$ cat config.mk
export PLATFORM = sky130hd
export DESIGN_NAME = led_seq_ctrl
export DESIGN_NICKNAME = d
export VERILOG_FILES = /design/src/rtl/led_ctrl_pkg.sv /design/src/rtl/tick_gen.sv /design/src/rtl/led_seq_ctrl.sv
export SDC_FILE = /design/constraint.sdc
export NUM_CORES = 1
export LEC_CHECK = 0
export CAP_MARGIN = 20
export CORE_MARGIN = 5
export CORE_UTILIZATION = 40
export CTS_CLUSTER_DIAMETER = 150
export CTS_CLUSTER_SIZE = 28
export DETAILED_ROUTE_END_ITERATION = 8
export RECOVER_POWER = 50
export REMOVE_ABC_BUFFERS = 1
export SLEW_MARGIN = 25
export SYNTH_ARGS = -nofsm -noshare
export SYNTH_HDL_FRONTEND = slang
export SYNTH_SLANG_ARGS = --single-unit
$ cat constraint.sdc
create_clock -name clk -period 6.7 [get_ports clk]
set_input_delay 1.675 -clock clk [delete_from_list [all_inputs] [get_ports clk]]
set_output_delay 1.675 -clock clk [all_outputs]
set_load 0.01 [all_outputs]
$ cat src/rtl/led_ctrl_pkg.sv
// Shared encodings and default clocking constants for the LED sequencer.
package led_ctrl_pkg;

    // Command mode encodings as carried on cmd_mode.
    typedef enum logic [1:0] {
        MODE_OFF   = 2'd0,
        MODE_ON    = 2'd1,
        MODE_BLINK = 2'd2,
        MODE_BURST = 2'd3
    } mode_e;

    // Sequencer states: IDLE and OFF_PH drive 0, HOLD and ON_PH drive the mask.
    typedef enum logic [1:0] {
        ST_IDLE   = 2'd0,
        ST_HOLD   = 2'd1,
        ST_ON_PH  = 2'd2,
        ST_OFF_PH = 2'd3
    } state_e;

    // Board defaults: 50 MHz clock, 1 ms tick.
    localparam int DEF_CLK_HZ  = 50_000_000;
    localparam int DEF_TICK_HZ = 1000;
    localparam int DEF_DIV     = DEF_CLK_HZ / DEF_TICK_HZ;

endpackage

$ cat src/rtl/tick_gen.sv
// Prescaler producing a one-cycle tick every CLK_HZ/TICK_HZ clocks.
// clr restarts the count so the next tick lands exactly DIV clocks later.
// CLK_HZ/TICK_HZ must be at least 2.
module tick_gen
    import led_ctrl_pkg::*;
#(
    parameter int CLK_HZ  = DEF_CLK_HZ,
    parameter int TICK_HZ = DEF_TICK_HZ
) (
    input  logic clk,
    input  logic rst_n,
    input  logic clr,
    output logic tick
);

    localparam int DIV   = CLK_HZ / TICK_HZ;
    localparam int CNT_W = (DIV > 1) ? $clog2(DIV) : 1;

    logic [CNT_W-1:0] cnt_q;
    logic [CNT_W-1:0] cnt_d;

    assign tick = (cnt_q == CNT_W'(DIV - 1));

    // Next count: restart on clear, wrap after the terminal count.
    always_comb begin
        cnt_d = cnt_q + 1'b1;
        if (clr || tick) begin
            cnt_d = '0;
        end
    end

    // Prescaler register.
    always_ff @(posedge clk or negedge rst_n) begin
        if (!rst_n) begin
            cnt_q <= '0;
        end else begin
            cnt_q <= cnt_d;
        end
    end

endmodule

$ cat src/rtl/led_seq_ctrl.sv
// Command-driven LED sequencer: OFF / ON / BLINK / BURST with tick-based
// on/off phase timing. Commands are latched on accept; LEDs update one
// cycle later from a registered output.
module led_seq_ctrl
    import led_ctrl_pkg::*;
#(
    parameter int CLK_HZ   = DEF_CLK_HZ,
    parameter int TICK_HZ  = DEF_TICK_HZ,
    parameter int NUM_LEDS = 4,
    parameter int TIME_W   = 16,
    parameter int REP_W    = 8
) (
    input  logic                clk,
    input  logic                rst_n,
    input  logic                cmd_valid,
    output logic                cmd_ready,
    input  logic [1:0]          cmd_mode,
    input  logic [NUM_LEDS-1:0] cmd_mask,
    input  logic [TIME_W-1:0]   cmd_on_t,
    input  logic [TIME_W-1:0]   cmd_off_t,
    input  logic [REP_W-1:0]    cmd_rep,
    output logic [NUM_LEDS-1:0] leds,
    output logic                busy,
    output logic                done
);

    // A zero length or count behaves as one.
    function automatic logic [TIME_W-1:0] min1_time(input logic [TIME_W-1:0] v);
        return (v == '0) ? TIME_W'(1) : v;
    endfunction

    function automatic logic [REP_W-1:0] min1_rep(input logic [REP_W-1:0] v);
        return (v == '0) ? REP_W'(1) : v;
    endfunction

    state_e                state_q, state_d;
    mode_e                 mode_q,  mode_d;
    logic [NUM_LEDS-1:0]   mask_q,  mask_d;
    logic [TIME_W-1:0]     on_q,    on_d;
    logic [TIME_W-1:0]     off_q,   off_d;
    logic [REP_W-1:0]      rep_q,   rep_d;
    logic [TIME_W-1:0]     timer_q, timer_d;
    logic [NUM_LEDS-1:0]   leds_q,  leds_d;
    logic                  done_q,  done_d;
    logic                  accept;
    logic                  tick;
    logic                  phase_end;

    assign accept    = cmd_valid && cmd_ready;
    assign phase_end = tick && (timer_q == TIME_W'(1));

    tick_gen #(
        .CLK_HZ  (CLK_HZ),
        .TICK_HZ (TICK_HZ)
    ) u_tick_gen (
        .clk   (clk),
        .rst_n (rst_n),
        .clr   (accept),
        .tick  (tick)
    );

    // Ready in IDLE/HOLD and while blinking; a burst holds it low until the cycle after done.
    always_comb begin
        cmd_ready = 1'b1;
        if (state_q == ST_ON_PH || state_q == ST_OFF_PH) begin
            cmd_ready = (mode_q == MODE_BLINK);
        end
        if (done_q) begin
            cmd_ready = 1'b0;
        end
    end

    assign busy = (state_q == ST_ON_PH) || (state_q == ST_OFF_PH);
    assign leds = leds_q;
    assign done = done_q;

    // Next-state: an accepted command always wins over a phase end in the same cycle.
    always_comb begin
        state_d = state_q;
        mode_d  = mode_q;
        mask_d  = mask_q;
        on_d    = on_q;
        off_d   = off_q;
        rep_d   = rep_q;
        timer_d = timer_q;
        done_d  = 1'b0;
        leds_d  = '0;

        if (accept) begin
            mode_d  = mode_e'(cmd_mode);
            mask_d  = cmd_mask;
            on_d    = min1_time(cmd_on_t);
            off_d   = min1_time(cmd_off_t);
            rep_d   = min1_rep(cmd_rep);
            timer_d = min1_time(cmd_on_t);
            case (mode_e'(cmd_mode))
                MODE_OFF: state_d = ST_IDLE;
                MODE_ON:  state_d = ST_HOLD;
                default:  state_d = ST_ON_PH;
            endcase
        end else if (tick) begin
            case (state_q)
                ST_ON_PH: begin
                    if (phase_end) begin
                        state_d = ST_OFF_PH;
                        timer_d = off_q;
                    end else begin
                        timer_d = timer_q - 1'b1;
                    end
                end
                ST_OFF_PH: begin
                    if (!phase_end) begin
                        timer_d = timer_q - 1'b1;
                    end else if (mode_q == MODE_BURST && rep_q == REP_W'(1)) begin
                        state_d = ST_IDLE;
                        done_d  = 1'b1;
                    end else begin
                        state_d = ST_ON_PH;
                        timer_d = on_q;
                        if (mode_q == MODE_BURST) begin
                            rep_d = rep_q - 1'b1;
                        end
                    end
                end
                default: ;
            endcase
        end

        if (state_d == ST_HOLD || state_d == ST_ON_PH) begin
            leds_d = mask_d;
        end
    end

    // State, command, timer and output registers.
    always_ff @(posedge clk or negedge rst_n) begin
        if (!rst_n) begin
            state_q <= ST_IDLE;
            mode_q  <= MODE_OFF;
            mask_q  <= '0;
            on_q    <= '0;
            off_q   <= '0;
            rep_q   <= '0;
            timer_q <= '0;
            leds_q  <= '0;
            done_q  <= 1'b0;
        end else begin
            state_q <= state_d;
            mode_q  <= mode_d;
            mask_q  <= mask_d;
            on_q    <= on_d;
            off_q   <= off_d;
            rep_q   <= rep_d;
            timer_q <= timer_d;
            leds_q  <= leds_d;
            done_q  <= done_d;
        end
    end

endmodule

== Word level (Yosys, flattened, before mapping) ==
Cells that the tools add are included.

* Bits in registers: 85
* Output and inout port bits: 7

* Add/subtract/negate cells: 3
* Equal/unequal tests: 12
* Multiplexer cells: 32
* Reduce and logical (&&, ||, !) cells: 17

{| class="wikitable"
|+ Operators by type and width
! kind !! number
|-
| $mux W16 || 8
|-
| $mux W8 || 7
|-
| $logic_not A16 Y1 || 2
|-
| $pmux W16 S2 || 1
|-
| $add A16 B1 Y16 const B || 1
|-
| $eq A16 B1 Y1 const B || 1
|-
| $eq A16 B16 Y1 const B || 1
|-
| $sub A16 B1 Y16 const B || 1
|-
| $eq A2 B2 Y1 const B || 5
|-
| $mux W2 || 5
|-
| $eq A8 B1 Y1 const B || 1
|-
| $logic_not A8 Y1 || 1
|-
| $mux W4 || 2
|-
| $pmux W2 S2 || 2
|-
| $reduce_bool A2 Y1 || 4
|-
| $sub A8 B1 Y8 const B || 1
|-
| $mux W1 || 7
|-
| $reduce_and A5 Y1 || 1
|-
| $eq A2 B1 Y1 const B || 2
|-
| $ne A4 B3 Y1 const B || 1
|-
| $logic_and A1 B1 Y1 || 3
|-
| $logic_or A1 B1 Y1 || 3
|-
| $reduce_and A3 Y1 || 1
|-
| $reduce_bool A3 Y1 || 1
|-
| 2 further kinds || 2
|}

== Logic depth before layout (Yosys ltp) ==
* Depth in word-level cells: 10
* Mapped depth: 9
* Depth with buffers taken out: 8

== Cells and area by module ==
From an unflattened synthesis, not the netlist that was laid out.

* Cell total of the unflattened synthesis: 495
* Area, all modules: 4,475.5 um^2

{| class="wikitable"
|+ Modules (own cells, without submodules)
! module !! instances !! cells an instance !! area an instance (um^2)
|-
| led_seq_ctrl || 1 || 415 || 3,676.0
|-
| tick_gen || 1 || 80 || 799.5
|}

== Worst setup path after synthesis ==
No wires, ideal clock.

* Kind: input -> register
* Start: input port cmd_valid
* End: register timer_q[0]
* Setup time: 87 ps
* Arrival time: 2,804 ps
* Data required time: 6,613 ps
* Path slack: 3,809 ps
* Stages on the path: 6
* Path buffers: 3
* Cells stage by stage: o211a_1 > clkbuf_1 > clkbuf_1 > clkbuf_1 > a31oi_1 > a22oi_1

* Longest elaborated chain between the ends: 3

{| class="wikitable"
|+ RTL lines
! item !! line !! source
|-
| from (decl) || led_seq_ctrl.sv:15 || <nowiki>input logic cmd_valid,</nowiki>
|-
| $logic_and A1 B1 Y1 * || led_seq_ctrl.sv:49 || <nowiki>assign accept = cmd_valid && cmd_ready;</nowiki>
|-
| $ne A4 B3 Y1 (no source line), or another cell as far along || - ||
|-
| $reduce_and A3 Y1 (no source line) || - ||
|-
| to (signal assigned) || led_seq_ctrl.sv:153 || <nowiki>timer_q <= timer_d;</nowiki>
|-
| to (decl) || led_seq_ctrl.sv:42 || <nowiki>logic [TIME_W-1:0] timer_q, timer_d;</nowiki>
|}

Mark *: on every way between the ends. The rest lies on a longest branch, timed or not.
A chain may end at the register's enable or synchronous reset.

== Final worst setup path ==
* Start: input port cmd_valid
* End: register leds_q[0] (netlist: leds[0])

{| class="wikitable"
|+ RTL lines
! item !! line !! source
|-
| $logic_and A1 B1 Y1 || led_seq_ctrl.sv:49 ||
|-
| $mux W4 || led_seq_ctrl.sv:89 || <nowiki>if (accept) begin</nowiki>
|-
| named net mask_d[0] || led_seq_ctrl.sv:38 || <nowiki>logic [NUM_LEDS-1:0] mask_q, mask_d;</nowiki>
|-
| $mux W4 || led_seq_ctrl.sv:129 || <nowiki>if (state_d == ST_HOLD || state_d == ST_ON_PH) begin</nowiki>
|-
| named net leds_d[0] || led_seq_ctrl.sv:43 || <nowiki>logic [NUM_LEDS-1:0] leds_q, leds_d;</nowiki>
|-
| to (signal assigned) || led_seq_ctrl.sv:154 || <nowiki>leds_q <= leds_d;</nowiki>
|-
| to (decl) || led_seq_ctrl.sv:43 ||
|}

The timed path passes the listed nets, and every way through them passes these cells.

==> impl_metrics.env <==
export IMPL_crit_fanout=36
export IMPL_synth_distinct_cells=68
export IMPL_numCtsBuffers=9
export IMPL_slew_viol_final=0
export IMPL_syn_inst=506
export IMPL_clkSlewWorstSetupHoldPaths_ns=0.07
export IMPL_setup_viol=0
export IMPL_hold_violations=0
export IMPL_synth_edf_count=0
export IMPL_overflow=0
export IMPL_hold_ws_ns=0.475
export IMPL_yosysWarnings=0
export IMPL_synth_main_ff_cell="dfrtp_1"
export IMPL_seqCellArea_um2=2130
export IMPL_portBuffers=55
export IMPL_cts_max_level=3
export IMPL_viasPerCell=5.60
export IMPL_fin_crit_ns=3.66
export IMPL_skew_ns=0.00894
export IMPL_antenna_left=0
export IMPL_slew_headroom_pct=35.0
export IMPL_antenna_cells=0
export IMPL_firstDrtPassIters=4
export IMPL_layout_common_cells="nand2_1, dfrtp_1, clkdlybuf4s50_1"
export IMPL_synthesis_area_um2=4670
export IMPL_multi_input_area_um2=2350
export IMPL_synth_avg_cell_area_um2=9.23
export IMPL_cp_cell_sequence="dlygate4sd3_1, o211a_1, buf_4, mux2_2, o21ai_0, mux2i_1"
export IMPL_hold_class="register to register"
export IMPL_yosysSeqAreaShare_pct=45.6
export IMPL_drcViolationCount=0
export IMPL_cts_sinks=85
export IMPL_grt_max_degree=86
export IMPL_coreArea_um2=11400
export IMPL_io_pins=56
export IMPL_crit_path_start_kind="primary input"
export IMPL_avgRoutedWirePerCell_um=17.1
export IMPL_synth_area_leaders="dfrtp_1, nand2_1, mux2i_1, nor2_1, nor4_1"
export IMPL_fill_cells=1122
export IMPL_first_global_vias=3913
export IMPL_rsz0062_at_grt="false"
export IMPL_drive_above_1_share_pct=8.70
export IMPL_path_class="primary input to register"
export IMPL_row_count=39
export IMPL_max_cap_violations=0
export IMPL_ys_seq_elements=85
export IMPL_postCtsSetupBuffers=0
export IMPL_crit_family="buffers and inverters"
export IMPL_outcome="finished, final reports clean"
export IMPL_layout_nets=601
export IMPL_fp_dieW_um=118
export IMPL_async_flop_share_pct=100
export IMPL_clk_latency_ns=0.35
export IMPL_grt_pass1_wl_um=19900
export IMPL_die_area_um2=13900
export IMPL_post_cts_resized=0
export IMPL_slowest_delay_ns=0.57
export IMPL_track_usage_pct=17.5
export IMPL_ctsHoldBuffers=0
export IMPL_vdd_drop_max_mv=0.324
export IMPL_cp_slowest_cell="dlygate4sd3_1"
export IMPL_worstPathRequired_ns=6.93
export IMPL_power_density_nw_per_um2=377
export IMPL_worstMarginPinSlew_ns=0.973
export IMPL_antenna_found_initial=0
export IMPL_fin_setup_tns_ns=0
export IMPL_total_leakage_power_nw=2.40
export IMPL_yosysTopAreaCell="dfrtp_1"
export IMPL_fmax_ghz=0.273
export IMPL_worst_setup_path_end_kind="register"
export IMPL_area_growth_pct=19.3
export IMPL_die_h_um=118
export IMPL_start_util_pct=40.9
export IMPL_fin_crit_sh_pct=54.7
export IMPL_wirelength_um=11900
export IMPL_cp_arrival_ns=3.89
export IMPL_dpl_hpwl_um=8240
export IMPL_dr_total_vias=3892
export IMPL_cts_tree="done"
export IMPL_clk_path_buf_depth=2
export IMPL_crit_buf_inv=2
export IMPL_cts_root_buf="clkbuf_16"
export IMPL_final_common_cell="nand2_1"
export IMPL_gp_congestion=0.857
export IMPL_drtIter0Drc=255
export IMPL_yosys_area_top_type_share_pct=45.6
==> worst min-delay path, stage by stage, from the launching register on <==
cell,delay [ns]
dfrtp_1,0.34
nand2_1,0.05
nand2_1,0.06
==> cells by family (layout without fill, tap and decap cells) <==
family,count (synthesis),count (layout),synth area share (%)
AO/OA/AOI/OAI,92,92,14.0
XOR/XNOR,16,16,3.00
adder cells (fa/ha/maj),5,5,1.34
buffers and inverters,44,90,4.23
flip-flops,85,85,45.6
multiplexers,29,29,6.51
AND/OR/NAND/NOR,235,235,25.3
==> stage by stage <==
| stage | cell area, um2 | util [%] | setup slack, ns | power [mW] | instances |
|---|---|---|---|---|---|
| 2_1_floorplan | 4530 | - | 2.78 | 1.39 | 477 |
| 3_3_place_gp | 5290 | 46.3 | 2.80 | 1.61 | 679 |
| 3_5_place_dp | 5300 | 46.4 | 2.72 | 1.64 | 679 |
| 4_1_cts | 5580 | 48.8 | 3.09 | 2.12 | 695 |
| 5_1_grt | 5570 | 48.8 | 2.95 | 2.27 | 695 |
| 6_report | 5570 | 48.8 | 3.04 | 2.10 | 695 |
==> worst paths after layout <==
path	startpoint	slack, ns	cells past startpoint	to
min	on_q[8]$_DFFE_PN0P_	0.48	2	on_q[8]$_DFFE_PN0P_
max	cmd_valid	3.04	6	leds[0]$_DFF_PN0_
min in group asynchronous	rst_n	1.38	1	off_q[7]$_DFFE_PN0P_
max reg2reg	timer_q[1]$_DFFE_PN0P_	3.36	9	leds[0]$_DFF_PN0_
max in group asynchronous	rst_n	4.79	1	mask_q[3]$_DFF_PN0_
min reg2reg	on_q[8]$_DFFE_PN0P_	0.48	2	on_q[8]$_DFFE_PN0P_
==> registers in the layout, summed over array words and instances, names as in the netlist, 2 cells and up <==
signal,cells
leds,4
mask_q,4
mode_q,2
off_q,16
on_q,16
rep_q,8
state_q,2
timer_q,16
u_tick_gen.cnt_q,16
==> routing by layer <==
metal	vias up	routed length, um	global-route usage, %
li1	1900	-	-
met1	1869	5480	23.0
met2	96	5370	26.8
met3	27	724	5.33
met4	0	318	7.03
met5	-	0	0
==> cells in the mapped netlist, types with 9 or more instances <==
master    instances
nand4_1          13
a21oi_1          12
nor4_1           17
mux2i_1          21
clkbuf_1         16
xor2_1            9
nor2_1           30
nand2_1         104
nand3_1          18
o21ai_0          19
nor3_1           13
inv_1            15
dfrtp_1          85
a31oi_1          11
==> power by group <==
part           total (mW)  internal, mW  switching (mW)
logic               0.746         0.344           0.402
clock network       0.478         0.256           0.222
registers           0.879         0.713           0.166
total                2.10          1.31           0.791
==> area by class of cell <==
class                           instances  share of cell area (%)
Clock buffer                            9                    4.04
Clock inverter                          7                    1.01
Inverter                               15                    1.01
Multi-Input combinational cell        377                    42.2
Sequential cell                        85                    38.2
Tap cell                              143                    3.21
Timing Repair Buffer                   59                    10.4
Note: power is estimated with default switching activity, not from simulation.
